===== src/rtl/core_pkg.sv =====
// Shared core definitions: register-address width, the x0 constant and the
// hazard controller state type.
package core_pkg;

   localparam int unsigned REG_ADDR_W = 5;
   localparam logic [REG_ADDR_W-1:0] X0 = '0;

   typedef enum logic {
      RUN      = 1'b0,
      MEM_WAIT = 1'b1
   } hz_state_t;

endpackage


===== src/rtl/hazard_detect.sv =====
// Load-use compare: an EX load whose rd is read by the instruction in ID.
module hazard_detect
   import core_pkg::*;
(
   input  logic [REG_ADDR_W-1:0] id_rs1_addr,
   input  logic [REG_ADDR_W-1:0] id_rs2_addr,
   input  logic                  id_uses_rs1,
   input  logic                  id_uses_rs2,
   input  logic [REG_ADDR_W-1:0] ex_rd_addr,
   input  logic                  ex_mem_read,
   output logic                  load_use
);

   logic rs1_hit;
   logic rs2_hit;

   always_comb begin
      rs1_hit  = id_uses_rs1 && (id_rs1_addr == ex_rd_addr);
      rs2_hit  = id_uses_rs2 && (id_rs2_addr == ex_rd_addr);
      // x0 is hardwired, so a load targeting it never produces a dependency
      load_use = ex_mem_read && (ex_rd_addr != X0) && (rs1_hit || rs2_hit);
   end

endmodule


===== src/rtl/hazard_ctrl.sv =====
// Pipeline hazard controller: stall/flush generation, post-writeback holding
// register for forwarding, event counters and a data-memory wait watchdog.
module hazard_ctrl
   import core_pkg::*;
#(
   parameter int unsigned XLEN        = 32,
   parameter int unsigned CNT_W       = 32,
   parameter int unsigned MEM_TIMEOUT = 64
) (
   input  logic                  clk,
   input  logic                  rst,
   input  logic [REG_ADDR_W-1:0] id_rs1_addr,
   input  logic [REG_ADDR_W-1:0] id_rs2_addr,
   input  logic                  id_uses_rs1,
   input  logic                  id_uses_rs2,
   input  logic [REG_ADDR_W-1:0] ex_rd_addr,
   input  logic                  ex_mem_read,
   input  logic                  ex_redirect,
   input  logic                  mem_access,
   input  logic                  dmem_ready,
   input  logic [REG_ADDR_W-1:0] wb_rd_addr,
   input  logic                  wb_reg_write,
   input  logic [XLEN-1:0]       wb_data,
   output logic                  pc_stall,
   output logic                  if_id_stall,
   output logic                  if_id_flush,
   output logic                  id_ex_stall,
   output logic                  id_ex_flush,
   output logic                  ex_mem_stall,
   output logic                  mem_wb_flush,
   output logic [REG_ADDR_W-1:0] temp_rd_addr,
   output logic                  temp_reg_write,
   output logic [XLEN-1:0]       temp_data,
   output logic                  mem_timeout,
   output logic [CNT_W-1:0]      stall_cycles,
   output logic [CNT_W-1:0]      flush_count
);

   localparam bit          WD_EN = (MEM_TIMEOUT != 0);
   localparam int unsigned WC_W  = (MEM_TIMEOUT > 2) ? $clog2(MEM_TIMEOUT) : 1;
   localparam logic [WC_W-1:0] TO_LAST = WC_W'((MEM_TIMEOUT == 0) ? 0 : MEM_TIMEOUT - 1);

   hz_state_t       state, state_nxt;
   logic [WC_W-1:0] wait_cnt, wait_cnt_nxt;
   logic            load_use;
   logic            timeout_rel;
   logic            mem_wait;
   logic            redirect_flush;

   hazard_detect u_detect (
      .id_rs1_addr (id_rs1_addr),
      .id_rs2_addr (id_rs2_addr),
      .id_uses_rs1 (id_uses_rs1),
      .id_uses_rs2 (id_uses_rs2),
      .ex_rd_addr  (ex_rd_addr),
      .ex_mem_read (ex_mem_read),
      .load_use    (load_use)
   );

   always_comb begin
      state_nxt      = state;
      wait_cnt_nxt   = '0;
      pc_stall       = 1'b0;
      if_id_stall    = 1'b0;
      if_id_flush    = 1'b0;
      id_ex_stall    = 1'b0;
      id_ex_flush    = 1'b0;
      ex_mem_stall   = 1'b0;
      mem_wb_flush   = 1'b0;
      redirect_flush = 1'b0;

      timeout_rel = WD_EN && (state == MEM_WAIT) && !dmem_ready && (wait_cnt == TO_LAST);
      mem_wait    = mem_access && !dmem_ready && !timeout_rel;

      unique case (state)
         RUN: begin
            if (mem_access && !dmem_ready) state_nxt = MEM_WAIT;
         end
         MEM_WAIT: begin
            if (dmem_ready || timeout_rel) state_nxt = RUN;
            else                           wait_cnt_nxt = wait_cnt + 1'b1;
         end
         default: state_nxt = RUN;
      endcase

      // A redirect seen during a memory wait is not consumed here; EX is frozen,
      // so it is still presented once the wait ends and is acted on then.
      if (mem_wait) begin
         pc_stall     = 1'b1;
         if_id_stall  = 1'b1;
         id_ex_stall  = 1'b1;
         ex_mem_stall = 1'b1;
         mem_wb_flush = 1'b1;
      end else if (ex_redirect) begin
         if_id_flush    = 1'b1;
         id_ex_flush    = 1'b1;
         redirect_flush = 1'b1;
      end else if (load_use) begin
         pc_stall    = 1'b1;
         if_id_stall = 1'b1;
         id_ex_flush = 1'b1;
      end
   end

   always_ff @(posedge clk) begin
      if (rst) begin
         state          <= RUN;
         wait_cnt       <= '0;
         temp_rd_addr   <= '0;
         temp_reg_write <= 1'b0;
         temp_data      <= '0;
         mem_timeout    <= 1'b0;
         stall_cycles   <= '0;
         flush_count    <= '0;
      end else begin
         state    <= state_nxt;
         wait_cnt <= wait_cnt_nxt;
         if (!ex_mem_stall) begin
            temp_rd_addr   <= wb_rd_addr;
            temp_reg_write <= wb_reg_write;
            temp_data      <= wb_data;
         end
         if (timeout_rel)    mem_timeout  <= 1'b1;
         if (pc_stall)       stall_cycles <= stall_cycles + 1'b1;
         if (redirect_flush) flush_count  <= flush_count + 1'b1;
      end
   end

endmodule


===== config.mk =====
export PLATFORM = sky130hd
export DESIGN_NAME = hazard_ctrl
export DESIGN_NICKNAME = d
export VERILOG_FILES = /design/src/rtl/core_pkg.sv /design/src/rtl/hazard_detect.sv /design/src/rtl/hazard_ctrl.sv
export SDC_FILE = /design/constraint.sdc
export NUM_CORES = 1
export LEC_CHECK = 0
export ABC_AREA = 1
export BUFFER_PORTS_ARGS = -buffer_cell sky130_fd_sc_hd__buf_4
export CORE_MARGIN = 4
export CORE_UTILIZATION = 50
export DETAILED_ROUTE_END_ITERATION = 10
export GPL_ROUTABILITY_DRIVEN = 0
export GPL_TIMING_DRIVEN = 0
export HOLD_SLACK_MARGIN = 0.12
export PLACE_DENSITY = 0.77
export SETUP_SLACK_MARGIN = 0.3
export SYNTH_ARGS = -nofsm -noshare
export SYNTH_HDL_FRONTEND = slang
export SYNTH_SLANG_ARGS = --single-unit
export TNS_END_PERCENT = 100

===== constraint.sdc =====
create_clock -name clk -period 2.37 [get_ports clk]
set_clock_uncertainty 0.15 [all_clocks]
set_input_delay 0 -clock clk [delete_from_list [all_inputs] [get_ports clk]]
set_output_delay 0 -clock clk [all_outputs]
set_load 0.03 [all_outputs]

==> flow_summary.yaml, run 1 <==
synth:
  avgSynthCellArea_sq_um: 6.43
  synth_adder_area_share: 0.00635
  synth_compound_area_frac: 0.0822
  synth_cell_types: 34
  synth_edf_count: 0
  synth_ff_type: "dfxtp_1"
  synth.area.mux_share: 0
  syn_area_sq_um: 5910
  syn_nets: 983
  syn_inst: 919
  seq_area_frac_synth: 0.373
  synth_top_family_by_area: "simple AND/OR/NAND/NOR gates"
  synth-seq-cells: 110
  ys_warn_count: 0
  synthSimpleGateAreaFrac: 0.405
  synth-async-reset-ratio: 0
  synth_xor_area_frac: 0.0504
sta:
  tns_ns: 0
  timing.final.crit_period_ns: 2.01
  finalCritPeriodShare: 0.849
  hold_violations: 0
  slew_violations: 0
  setup_viol: 0
  tightest_slew_ns: 0.557
  rsz0062_at_grt: "true"
  slew_headroom: 0.629
  max_freq_ghz: 0.497
floorplan:
  rows: 39
  fp.dieW_um: 117
  dieArea_sq_um: 13600
  design.core.area_sq_um: 11500
  dieHeight_um: 117
  start_util: 0.513
  io-pin-count: 171
grt:
  grt_pass1_wl_um: 29600
  grt_pass1_vias: 6363
  busiest_layer: "met2"
  grt_util_met1: 0.319
  overflow: 0
  globalRouteMet3Util: 0.0839
  antenna_found_initial: 0
  grt_usage: 0.270
  grt_max_degree: 18
  gr-usage-met2: 0.457
clocking:
  clk_pin_slew_ns: 0.07
  root_buffer: "clkbuf_16"
  htreeDepth: 3
  clock_path_buffers: 2
  cts_sinks: 110
  clock_latency_ns: 0.36
  cts_tree: "yes"
  cts_buffers: 9
detailed_routing:
  drt-initial-drc-count: 409
  vias_per_cell: 5.07
  num_vias: 6583
  drtPass1Iterations: 5
  drt.antenna.violating_nets: 0
  drc: 0
  wl_per_cell_um: 13.8
  drt_wl_total_um: 17900
final_layout:
  final_cell_area_sq_um: 8210
  layout.nets: 1215
  final_cells: 1298
  layout.cells.most_common_list: "nand2_1 (236), nor2_1 (216), buf_4 (181), dfxtp_1 (104), inv_1 (67)"
  drive_above_1_share: 0.224
  antennaDiodeCount: 0
  layout_commonest_cell: "nand2_1"
  syn2layout_area_growth_pct: 38.9
power_and_ir_drop:
  p_leak_nw: 3.72
  ir_drop_mv: 0.498
  powerDensity_nw_per_um2: 538
  power.total_mw: 4.42
setup_path:
  crit_path_start: "wait_cnt[0]$_SDFF_PP0_"
  r2r_slack_ns: 0.40
  cp_max_fo: 5
  end_kind: "output port"
  start_kind: "flip-flop"
  rr_startpoint: "flush_count[0]$_SDFFE_PP0P_"
  critical_path_arrival_ns: 1.86
  path_class: "flip-flop to output port"
  crit_required_ns: 2.22
job:
  cap_viol_max_count: 0
placed_design:
  port_buffers: 170
  dpl_cell_area_sq_um: 7360
  dp_hpwl_um: 13100
  dpl.cell_count: 1232
run_status:
  status: "completed"
worst_hold_path:
  hold_path.startpoint: "ex_mem_read"
  hold_path_class: "primary input to flip-flop"
-- final timing paths --
check | end | cells past startpoint
hold reg to reg | wait_cnt[0]$_SDFF_PP0_ | 1
setup / recovery | pc_stall | 10
hold / removal | stall_cycles[1]$_SDFFE_PP0P_ | 7
setup reg to reg | flush_count[20]$_SDFFE_PP0P_ | 8
-- worst max-delay path, cell delays in order (launching register included) --
cell,delay [ns]
dfxtp_2,0.36
ha_4,0.14
nand2_2,0.05
nor2_2,0.11
nand4_2,0.11
nand2_4,0.14
buf_8,0.12
nand2_4,0.06
buf_6,0.14
buf_4,0.12
buf_6,0.13
-- layout make-up --
type | count | area (sq um)
clock buffers | 10 | 229
clock inverters | 5 | 60.1
multi-input cells | 695 | 3240
plain buffers | 38 | 230
repair buffers | 221 | 1770
flip-flops and latches | 110 | 2210
fillers | 976 | 3310
well taps | 143 | 179
inverters | 76 | 287
-- cell families (layout without fill, tap and decap cells) --
| kind of cell | after synthesis | in the layout |
|---|---|---|
| and+or+nand+nor | 562 | 562 |
| buffers and inverters | 114 | 350 |
| DFF | 110 | 110 |
| AOI/OAI and AO/OA | 96 | 96 |
| xor gates and xnor gates | 34 | 34 |
| adders and majority gates | 3 | 3 |
-- through the flow --
step	hold WS (ns)	util	setup WS [ns]
after detailed placement	0.0624	0.639	0.384
after CTS	0.181	0.704	0.228
final	0.193	0.713	0.358
after global routing	0.247	0.713	0.266
after global placement	0.0596	0.639	0.420
after floorplan	-0.0494	-	0.421
-- sequential cells by signal, summed over array words and instances (netlist names) --
| name | flops |
|---|---|
| state | 1 |
| flush_count | 32 |
| temp_reg_write | 1 |
| stall_cycles | 32 |
| wait_cnt | 6 |
| mem_timeout | 1 |
| temp_rd_addr | 5 |
| temp_data | 32 |
-- per-layer routing --
layer | wire length, um | vias up
li1 | - | 3353
met1 | 7500 | 2949
met2 | 8530 | 233
met3 | 1330 | 48
met4 | 583 | 0
met5 | 0 | -
-- cells in the mapped netlist (6+ instances only) --
library cell / instances / area share
o21ai_1: 11 / 0.0093
nor3_1: 12 / 0.010
dfxtp_1: 110 / 0.37
buf_4: 7 / 0.0089
a21oi_1: 41 / 0.035
nand4_1: 7 / 0.0074
inv_1: 67 / 0.043
xor2_1: 26 / 0.039
clkbuf_1: 16 / 0.010
xnor2_1: 8 / 0.012
nor2_1: 217 / 0.14
nand3b_1: 10 / 0.013
nand2_1: 238 / 0.15
nand3_2: 6 / 0.010
nand3_1: 48 / 0.041
inv_2: 8 / 0.0051
o21ai_0: 42 / 0.036
buf_2: 12 / 0.010
-- what timing repair did --
item	CTS	global route
setup buffers	2	6
hold buffers	42	0
hold endpoints to repair	75	0
endpoints found under the setup margin	7	35
pin swaps	1	4
resized for setup	8	21
gates cloned	0	1
-- report_power, final --
group          internal (mW)  total, mW  switching (mW)  leakage (nW)
Combinational          0.370      0.869           0.498          2.68
Sequential              1.94       2.03          0.0867         0.905
Clock                  0.819       1.52           0.703         0.139
Total                   3.13       4.42            1.29          3.72
Note: power is estimated with default switching activity, not from simulation.
==> run 2: changes to the inputs <==
==> constraint.sdc (replaced) <==
create_clock -name clk -period 2 [get_ports clk]
set_clock_uncertainty 0.15 [all_clocks]
set_input_delay 0 -clock clk [delete_from_list [all_inputs] [get_ports clk]]
set_output_delay 0 -clock clk [all_outputs]
set_load 0.03 [all_outputs]
==> flow_summary.yaml, run 2 (synthesis results as in run 1) <==
detailed_routing:
  drtPass1Iterations: 7
  vias_per_cell: 5.76
  drt-initial-drc-count: 875
  drt_wl_total_um: 25900
  num_vias: 7729
  drc: 0
  wl_per_cell_um: 19.3
  drt.antenna.violating_nets: 0
setup_path:
  crit_required_ns: 2.11
  ff2ff_path_depth: 11
  slowest_delay_ns: 0.36
  cp_max_fo: 5
  critical_path_arrival_ns: 2.16
  crit_chain: "ha_4, nand2_4, nor2_4, nand4_4, nand2_4, buf_8, buf_4, clkbuf_16, clkbuf_16, o21ai_0, nor2_1"
  rr_startpoint: "wait_cnt[1]$_SDFF_PP0_"
  crit_path_start: "wait_cnt[1]$_SDFF_PP0_"
  r2r_slack_ns: -0.05
  path_class: "flip-flop to flip-flop"
  end_kind: "flip-flop"
  timing.critical_path.to: "temp_data[13]$_SDFFE_PP0N_"
  crit_path_top_delay_cell: "dfxtp_2"
  worst_r2r_endpoint: "temp_data[13]$_SDFFE_PP0N_"
  start_kind: "flip-flop"
clocking:
  clock_latency_ns: 0.37
  cts_tree: "yes"
  clock_path_buffers: 2
  cts_sinks: 110
  htreeDepth: 3
  clk_pin_slew_ns: 0.08
  cts_buffers: 9
  root_buffer: "clkbuf_16"
final_layout:
  layout.cells.most_common_list: "nand2_1 (222), buf_4 (187), nor2_1 (184), dfxtp_1 (82), inv_1 (67)"
  nFillCells: 625
  top_regs: "flush_count (32), stall_cycles (32), temp_data (32)"
  layout.nets: 1259
  drive_above_1_share: 0.350
  syn2layout_area_growth_pct: 63.3
  layout_commonest_cell: "nand2_1"
  final_cells: 1343
  antennaDiodeCount: 0
  fin_util: 0.838
power_and_ir_drop:
  pwr-share-clk: 0.340
  p_sw_mw: 1.79
  powerDensity_nw_per_um2: 593
  power_frac_comb: 0.236
  power.total_mw: 5.73
  p_leak_nw: 4.41
  cellInternalPower_mw: 3.93
  ir_drop_mv: 0.742
  netSwitchingFraction: 0.313
  pwr-share-seq: 0.423
grt:
  grt_pass1_vias: 6706
  antenna_found_initial: 0
  grt_max_degree: 20
  grt_usage: 0.302
  grt_pass1_wl_um: 32800
  overflow: 0
placed_design:
  dpl.cell_count: 1232
  dp_hpwl_um: 13300
  port_buffers: 170
run_status:
  status: "finished, violations left"
  violations: "negative setup slack"
floorplan:
  design.core.area_sq_um: 11500
  rows: 39
  start_util: 0.513
  dieArea_sq_um: 13600
  io-pin-count: 171
  fp.dieW_um: 117
  dieHeight_um: 117
sta:
  worst_slack_ns: -0.0460
  max_freq_ghz: 0.489
  tns_ns: -0.0706
  hold_violations: 0
  setup_viol: 3
  slew_violations: 0
  slew_headroom: 0.471
  rsz0062_at_grt: "true"
  timing.final.crit_period_ns: 2.05
  tightest_slew_ns: 0.794
  hold_ws_ns: 0.211
  finalCritPeriodShare: 1.02
job:
  cap_viol_max_count: 0
worst_hold_path:
  holdPathStages: 7
  hold_path_class: "primary input to flip-flop"
run 2: repair_timing:
action / 4_1_cts / 5_1_grt
gates resized for setup: 95 / 163
cloned: 4 / 7
setup buffers: 23 / 19
hold buffers: 42 / 0
hold endpoints to repair: 70 / 0
pin swaps: 20 / 51
endpoints found under the setup margin: 108 / 109
run 2: cell type report:
type,instances,area [sq um],share of cell area
buffer,38,362,0.0375
clock buffer,11,275,0.0285
clock inverter,5,45.0,0.00467
inverter,76,300,0.0311
multi-input combinational,695,3780,0.392
sequential,110,2250,0.233
tap,143,179,0.0185
timing repair buffer,265,2460,0.255
run 2: how the worst min path moves through the flow:
stage | startpoint | to
global placement | dmem_ready | state$_SDFF_PP0_
finish | ex_mem_read | stall_cycles[1]$_SDFFE_PP0P_
global route | ex_mem_read | stall_cycles[7]$_SDFFE_PP0P_
CTS | ex_mem_read | stall_cycles[1]$_SDFFE_PP0P_
floorplan | dmem_ready | state$_SDFF_PP0_
detailed placement | dmem_ready | state$_SDFF_PP0_
run 2: power groups by stage:
stage	clock network, mW	registers (mW)	logic (mW)
3_5_place_dp	0	2.45	0.936
4_1_cts	1.94	2.40	1.13
3_3_place_gp	0	2.45	0.925
5_1_grt	2.05	2.43	1.43
6_report	1.95	2.42	1.35
2_1_floorplan	0	2.63	0.365
run 2: layer usage:
layer / vias to the layer above / routed length, um / track usage
met5: - / 0 / 0
met4: 0 / 1820 / 0.122
met3: 197 / 2510 / 0.0865
met2: 577 / 12500 / 0.523
met1: 3508 / 9100 / 0.350
li1: 3447 / - / -
run 2: worst max-delay path, delay by kind of cell, from the launching register on:
| family | cells | cell delay (ns) |
|---|---|---|
| compound gates | 1 | 0.07 |
| fa+ha+maj | 1 | 0.15 |
| simple gates | 5 | 0.65 |
| flops | 1 | 0.36 |
| buf+inv | 4 | 0.56 |
run 2: metrics by stage:
stage / setup slack (ns) / area (sq um)
2_1_floorplan: 0.302 / 5970
3_3_place_gp: 0.123 / 7420
3_5_place_dp: 0.121 / 7420
4_1_cts: 0.0242 / 8760
5_1_grt: -0.125 / 9650
6_report: -0.0460 / 9650
